File: src/rtl/shiftreg_burst_sched_pkg.sv
// rtl/shiftreg_burst_sched_pkg.sv - shared state encoding and counter width helper
package shiftreg_burst_sched_pkg;

  typedef enum logic [1:0] {
    IDLE  = 2'd0,
    BURST = 2'd1,
    GAP   = 2'd2,
    FLUSH = 2'd3
  } state_t;

  // A counter must hold 0..max_val; a zero-range counter still needs one bit.
  function automatic int cnt_w(input int max_val);
    return (max_val < 1) ? 1 : $clog2(max_val + 1);
  endfunction

endpackage

File: src/rtl/shiftreg_burst_sched_rr_arb2.sv
// rtl/shiftreg_burst_sched_rr_arb2.sv - two-input round-robin arbiter
module rr_arb2 (
  input  logic [1:0] valid,
  input  logic       pointer,
  output logic       winner,
  output logic       grant_valid
);

  assign grant_valid = |valid;
  assign winner      = valid[pointer] ? pointer : ~pointer;

endmodule

File: src/rtl/shiftreg_burst_sched.sv
// rtl/shiftreg_burst_sched.sv - round-robin burst scheduler feeding one tapped shift register
module shiftreg_burst_sched
  import shiftreg_burst_sched_pkg::*;
#(
  parameter int DATA_W     = 8,
  parameter int BURST_LEN  = 16,
  parameter int GAP_CYC    = 4,
  parameter int FILL_DEPTH = 32
) (
  input  logic              clk,
  input  logic              rst_n,
  input  logic              req0_valid,
  input  logic [DATA_W-1:0] req0_data,
  output logic              req0_ready,
  input  logic              req1_valid,
  input  logic [DATA_W-1:0] req1_data,
  output logic              req1_ready,
  input  logic              flush,
  output logic              sr_aclr,
  output logic              sr_clken,
  output logic [DATA_W-1:0] sr_shiftin,
  output logic              taps_valid,
  output logic              grant_id,
  output logic              busy
);

  localparam int BEAT_W = cnt_w(BURST_LEN);
  localparam int GAP_W  = cnt_w(GAP_CYC);
  localparam int FILL_W = cnt_w(FILL_DEPTH);
  localparam logic [BEAT_W-1:0] BEAT_LAST = BEAT_W'(BURST_LEN - 1);
  localparam logic [GAP_W-1:0]  GAP_LAST  = GAP_W'((GAP_CYC > 0) ? GAP_CYC - 1 : 0);
  localparam logic [FILL_W-1:0] FILL_MAX  = FILL_W'(FILL_DEPTH);

  state_t              state;
  logic                rr_ptr;
  logic [BEAT_W-1:0]   beat_cnt;
  logic [GAP_W-1:0]    gap_cnt;
  logic [FILL_W-1:0]   fill_cnt;
  logic [FILL_W-1:0]   fill_next;
  logic                arb_winner;
  logic                arb_valid;
  logic                in_burst;
  logic                accept;
  logic [DATA_W-1:0]   beat_data;

  rr_arb2 u_arb (
    .valid       ({req1_valid, req0_valid}),
    .pointer     (rr_ptr),
    .winner      (arb_winner),
    .grant_valid (arb_valid)
  );

  // A sampled flush blocks acceptance so no beat slips past the clear.
  assign in_burst   = (state == BURST) && !flush;
  assign req0_ready = in_burst && !grant_id;
  assign req1_ready = in_burst && grant_id;
  assign accept     = (req0_ready && req0_valid) || (req1_ready && req1_valid);
  assign beat_data  = grant_id ? req1_data : req0_data;
  assign busy       = (state != IDLE);
  assign fill_next  = (fill_cnt == FILL_MAX) ? FILL_MAX : fill_cnt + FILL_W'(1);

  always_ff @(posedge clk or negedge rst_n) begin
    if (!rst_n) begin
      state      <= IDLE;
      rr_ptr     <= 1'b0;
      grant_id   <= 1'b0;
      beat_cnt   <= '0;
      gap_cnt    <= '0;
      fill_cnt   <= '0;
      taps_valid <= 1'b0;
      sr_aclr    <= 1'b0;
      sr_clken   <= 1'b0;
      sr_shiftin <= '0;
    end else begin
      sr_aclr  <= 1'b0;
      sr_clken <= accept;
      if (accept) sr_shiftin <= beat_data;
      if (flush) begin
        // A shift issued in this cycle is discarded together with the fill count.
        state      <= FLUSH;
        sr_aclr    <= 1'b1;
        fill_cnt   <= '0;
        taps_valid <= 1'b0;
        beat_cnt   <= '0;
        gap_cnt    <= '0;
      end else begin
        if (sr_clken) begin
          fill_cnt   <= fill_next;
          taps_valid <= (fill_next == FILL_MAX);
        end
        case (state)
          IDLE: begin
            if (arb_valid) begin
              grant_id <= arb_winner;
              rr_ptr   <= ~arb_winner;
              beat_cnt <= '0;
              state    <= BURST;
            end
          end
          BURST: begin
            if (accept) begin
              if (beat_cnt == BEAT_LAST) begin
                beat_cnt <= '0;
                gap_cnt  <= '0;
                state    <= (GAP_CYC == 0) ? IDLE : GAP;
              end else begin
                beat_cnt <= beat_cnt + BEAT_W'(1);
              end
            end
          end
          GAP: begin
            if (gap_cnt == GAP_LAST) state <= IDLE;
            else gap_cnt <= gap_cnt + GAP_W'(1);
          end
          FLUSH:   state <= IDLE;
          default: state <= IDLE;
        endcase
      end
    end
  end

endmodule
File: config.mk
export PLATFORM = sky130hd
export DESIGN_NAME = shiftreg_burst_sched
export DESIGN_NICKNAME = d
export VERILOG_FILES = /design/src/rtl/shiftreg_burst_sched_pkg.sv /design/src/rtl/shiftreg_burst_sched_rr_arb2.sv /design/src/rtl/shiftreg_burst_sched.sv
export SDC_FILE = /design/constraint.sdc
export NUM_CORES = 1
export LEC_CHECK = 0
export CAP_MARGIN = 20
export CORE_AREA = 2 2 49 73
export CTS_BUF_LIST = sky130_fd_sc_hd__clkbuf_16
export CTS_CLUSTER_DIAMETER = 60
export DETAILED_ROUTE_END_ITERATION = 16
export DIE_AREA = 0 0 51 75
export PLACE_DENSITY = 0.76
export SETUP_SLACK_MARGIN = 0.15
export SLEW_MARGIN = 20
export SYNTH_ARGS = -nofsm -noshare
export SYNTH_HDL_FRONTEND = slang
export SYNTH_SLANG_ARGS = --single-unit
File: constraint.sdc
create_clock -name clk -period 2.1 [get_ports clk]
set_clock_uncertainty 0.05 [all_clocks]
set_input_delay 0.525 -clock clk [delete_from_list [all_inputs] [get_ports clk]]
set_output_delay 0.525 -clock clk [all_outputs]
set_load 0.01 [all_outputs]
# Word-level counts from Yosys, hierarchy flattened
# Cells that the tools add are included.
totals:
  in_bits: 21
  ff_bits: 29
  rom_bits: 0
  memories: 0
  latchBits: 0
  mem_bits_rw: 0
  wordCells: 73
  output_inout_bits: 15
op_classes:
  n_div: 0
  eq_ne: 12
  bitwise_logic: 3
  n_shift: 0
  mul: 0
  addsub: 3
  muxes: 26
  reduce_logical: 18
  magnitude_cmp: 1
op_table:
  columns: ["cell", "count"]
  rows:
  - ["two-way mux 5 bit", 4]
  - ["two-way mux 6 bit", 3]
  - ["equality test 6 bit (second input constant)", 2]
  - ["two-way mux 3 bit", 4]
  - ["inequality test 3 bit (second input constant)", 4]
  - ["two-way mux 2 bit", 5]
  - ["one-hot mux 5 bit (2 select lines)", 1]
  - ["two-way mux 8 bit", 1]
  - ["one-hot mux 2 bit (4 select lines)", 1]
  - ["AND reduction 4 bit", 2]
  - ["adder 6 x 1 -> 6 bit (second input constant)", 1]
  - ["two-way mux 1 bit", 6]
  - ["one-hot mux 3 bit (2 select lines)", 1]
  - ["AND reduction 3 bit", 2]
  - ["nonzero test 3 bit", 2]
  - ["adder 5 x 1 -> 5 bit (second input constant)", 1]
  - ["equality test 5 x 4 -> 1 bit (second input constant)", 1]
  - ["logical AND 1 bit", 5]
  - ["equality test 2 bit (second input constant)", 2]
  - ["nonzero test 2 bit", 2]
  - ["adder 3 x 1 -> 3 bit (second input constant)", 1]
  - ["equality test 3 x 2 -> 1 bit (second input constant)", 1]
  - ["inequality test 3 x 2 -> 1 bit (second input constant)", 1]
  - ["NOT 1 bit", 3]
  - ["other kinds (6)", 7]

# Logic depth before layout (Yosys ltp)
depth:
  ltp_word: 8
  depth_mapped: 7
  ltp_nobuf: 7

# By module
# From an unflattened synthesis, not the netlist that was laid out.
unflattened:
  hier_cells: 148
  area_unflattened_um2: 1557.7
by_module_without_submodules:
  columns: ["module", "area_per_inst_um2", "cells_each", "n_inst"]
  rows:
  - ["shiftreg_burst_sched", 1537.7, 145, 1]
  - ["rr_arb2", 20.0, 3, 1]

# Least setup slack after synthesis
# Ideal clock, no wire load.
synth_path:
  kind: "reg-to-reg"
  startpoint: "register grant_id"
  endpoint: "register gap_cnt[0]"
  path_slack_ns: 0.286
  path_stages_with_launch: 7
  setup_time_ns: 0.118
  period_less_slack_ns: 1.814
  arrival_ns: 1.646
  path_cell_list: "dfrtp_1 > clkbuf_1 > mux2i_1 > nor2_8 > a211oi_2 > nor3_1 > a21o_1"
synth_via:
  elab_chain_cells: 6
  elab_cells_between_ends: 8
  cone_classes: "1 x eq/ne; 7 x reduce/logical"
synth_lines:
  columns: ["item", "line_no", "source"]
  rows:
  - ["from (decl)", "shiftreg_burst_sched.sv:23", "output logic grant_id,"]
  - ["from (signal assigned)", "shiftreg_burst_sched.sv:94", "grant_id <= arb_winner;"]
  - ["zero test 1 bit", "shiftreg_burst_sched.sv:55", "assign req0_ready = in_burst && !grant_id;"]
  - ["logical AND 1 bit", "shiftreg_burst_sched.sv:55", null]
  - ["logical AND 1 bit", "shiftreg_burst_sched.sv:57", "assign accept = (req0_ready && req0_valid) || (req1_ready && req1_valid);"]
  - ["logical OR 1 bit *", "shiftreg_burst_sched.sv:57", null]
  - ["inequality test 3 bit (no line) *", null, null]
  - ["AND reduction 4 bit (no line) *", null, null]
  - ["to (signal assigned)", "shiftreg_burst_sched.sv:113", "else gap_cnt <= gap_cnt + GAP_W'(1);"]
  - ["to (decl)", "shiftreg_burst_sched.sv:37", "logic [GAP_W-1:0] gap_cnt;"]
# Mark *: on every way between the ends. The rest lies on a longest branch, timed or not.
# A chain may end at the register's enable or synchronous reset.

# Worst setup path in the final report
layout_path:
  startpoint: "register grant_id"
  endpoint: "output grant_id"
# No word-level cell between the ends.

==> reports/metrics.cfg <==
[place]
place_congestion=0.807
post_dp_cell_area_sq_mm=0.00195
dp_slack_ps=-484
dpl.hpwl_mm=2.47
port_buffers=35

[clock_network]
clock-root-buffer=clkbuf_16
clock-sinks=29
clkTransAtPathRegs_ps=50
cts-hold-fix-buffers=0
cts_max_path_buffers=2
htreeDepth=2
clock_latency_ps=280
cts_tree=done
cts_buffers=5

[finish]
fin_nets=226
diodes=0
final_area_sq_mm=0.00209
post-route-util_pct=66.0
synthToLayoutAreaGrowth_pct=39.5
drive_gt1_share_pct=15.9

[critical_path]
cp_top_family=buffers and inverters
path_buf_inv=1
slowest_delay_ps=570
r2r-start=grant_id
path_max_fanout=5
crit_path_start_kind=register
cp.required_ps=1520
cp.arrival_ps=1300
cp_slowest_cell=clkdlybuf4s50_1
criticalPathCategory=reg -> out
critPathLaunch=grant_id
worstSetupEndpointType=primary output
path_cells=clkdlybuf4s50_1

[synth]
yosys_warnings=0
synth_top_area_share_pct=48.5
yosys.area_share.xor_xnor_pct=3.51
synth_compound_area_share_pct=11.8
yosysTopAreaCell=dfrtp_1
netlist_top_cells_area=dfrtp_1 (49%), mux2i_1 (8.0%), nor2_1 (5.3%)
synth_top_family_by_area=simple AND/OR/NAND/NOR gates
synth_mux_area_share_pct=8.03
syn_avg_cell_area_sq_um=9.77
yosys.area_share.simple_pct=19.6
syn_inst=153
ys_seq_area_share_pct=48.5
ys_ff_latch=29
synth_fa_ha_area_share_pct=4.18
syn_nets=179
synth.distinct_cells=36
syn_area_sq_mm=0.00150

[sta]
worst_pin_slew_ps=500
hold_viol_final=0
final.period_utilization_pct=89.3
rsz0062_at_grt=false
relSlewSlack_pct=66.3
clock.fmax_mhz=533
fin_ws_ps=225
slew_viol_final=0
period_needed_ps=1880
setup_tns_ps=0
setup_viol=0

[floorplanning]
num_io_pins=36
die_area_sq_mm=0.00383
core_area_sq_mm=0.00316
die_width_um=51
die_height_um=75
initial_utilization_pct=47.3
rows=25

[power]
p_leak_nw=0.939
irDropWorstVdd_v=0.000733
power.density_mw_per_mm2=891

[routing]
routed_wl_mm=3.33
vias_per_cell=5.34
vias=1288
drt_pass1_iterations=4
ant_nets=0
drc=0
drt_iter0_markers=26
wl_per_cell_um=13.8

[job]
cap_viol_max_count=0

[outcome]
status=finished, final reports clean

[grt]
grt_start_max_net_pins=30
grt_pass1_wl_mm=5.84
grt_pass1_vias=1355
overflow=0
grt.total_usage_pct=20.8
antenna_found_initial=0

[min_path]
min_from=taps_valid
hp-class=reg -> reg

## registers in the layout (all words and copies together) (netlist names)
| register | cells |
|---|---|
| sr_shiftin | 8 |
| fill_cnt | 6 |
| beat_cnt | 5 |
| gap_cnt | 3 |
| state | 2 |
| grant_id | 1 |
| rr_ptr | 1 |
| sr_aclr | 1 |
| sr_clken | 1 |
| taps_valid | 1 |
## cell families (layout without fill, tap and decap cells)
group                      Yosys count  after routing
AOI/OAI and AO/OA                   28             28
xor gates and xnor gates             6              6
adders and majority gates            5              5
buffers and inverters               15             63
DFF                                 29             29
muxes                               12             12
and+or+nand+nor                     58             58
## power by group
part	internal, mW	switching (mW)
clock network	0.433	0.253
logic	0.264	0.210
registers	0.641	0.0592
total	1.34	0.522
## final cells by class
type                       count  area, sq um
tap                           40         50.0
fill                         259         1070
sequential                    29          727
multi-input combinational    109          712
clock buffer                   5          125
inverter                       7         26.3
timing repair buffer          48          428
clock inverter                 3         17.5
## routing by layer
| layer | wire, um | track usage, % | vias to the layer above |
|---|---|---|---|
| met5 | 0 | 0 | - |
| met4 | 61 | 10.8 | 0 |
| met3 | 210 | 6.35 | 6 |
| met2 | 1770 | 36.7 | 48 |
| met1 | 1290 | 22.2 | 610 |
| li1 | - | - | 624 |
## synth_stat cells
cell,number
dfrtp_1,29
nor2_1,21
a21oi_1,14
mux2i_1,12
nand2_1,10
inv_1,7
nand3_1,7
clkbuf_1,5
ha_1,5
nor3_1,5
nor3b_1,3
o21ai_0,3
xnor2_1,3
xor2_1,3
a31oi_1,2
nand4_1,2
nor4_1,2
o31ai_1,2
a211oi_2,1
a21boi_1,1
a21o_1,1
a22o_1,1
a32o_1,1
and2_1,1
and3_1,1
buf_1,1
buf_2,1
buf_6,1
nand2b_1,1
nor2_8,1
nor4b_1,1
o21ai_1,1
o31ai_2,1
or2_2,1
or3_1,1
or3b_1,1
## path summary, 6_finish.rpt
path                       cells past startpoint  slack, ps     endpoint
setup / recovery                               1        220     grant_id
hold / removal                                 1        440   taps_valid
setup reg to reg                               6        310  beat_cnt[2]
hold reg to reg                                1        440   taps_valid
max in group asynchronous                      2       1120     sr_clken
min in group asynchronous                      2        580   taps_valid
## worst register-to-register path: cells and delay by family, from the launching register on
kind,cells,cell delay [ps]
and+or+nand+nor,1,130
buffers and inverters,1,250
DFF,1,450
AOI/OAI and AO/OA,4,810
## timing repair
item | 4_1_cts | 5_1_grt
buffers inserted | 0 | 0
endpoints found under the setup margin | 5 | 4
gates resized for setup | 11 | 5
pin swaps | 0 | 2
## cell usage in the layout (no fill, tap or decap), drive strengths merged
cell	instances
a211oi	1
a21boi	1
a21o	1
a21oi	14
a22o	1
a31oi	2
a32o	1
and2	1
and3	1
buf	14
clkbuf	8
clkdlybuf4s50	31
clkinv	2
clkinvlp	1
dfrtp	29
ha	5
inv	7
mux2i	12
nand2	10
nand2b	1
nand3	7
nand4	2
nor2	22
nor3	5
nor3b	3
nor4	2
nor4b	1
o21ai	4
o31ai	3
or2	1
or3	1
or3b	1
xnor2	3
xor2	3
## metrics by stage
stage                     hold WS, ps  power (mW)  cells
after floorplan                   179       0.922    153
after global placement            422        1.17    233
after detailed placement          435        1.19    233
after CTS                         445        1.89    241
after global routing              488        1.95    241
final                             444        1.86    241
No activity file was read; power rests on OpenSTA's default activity.
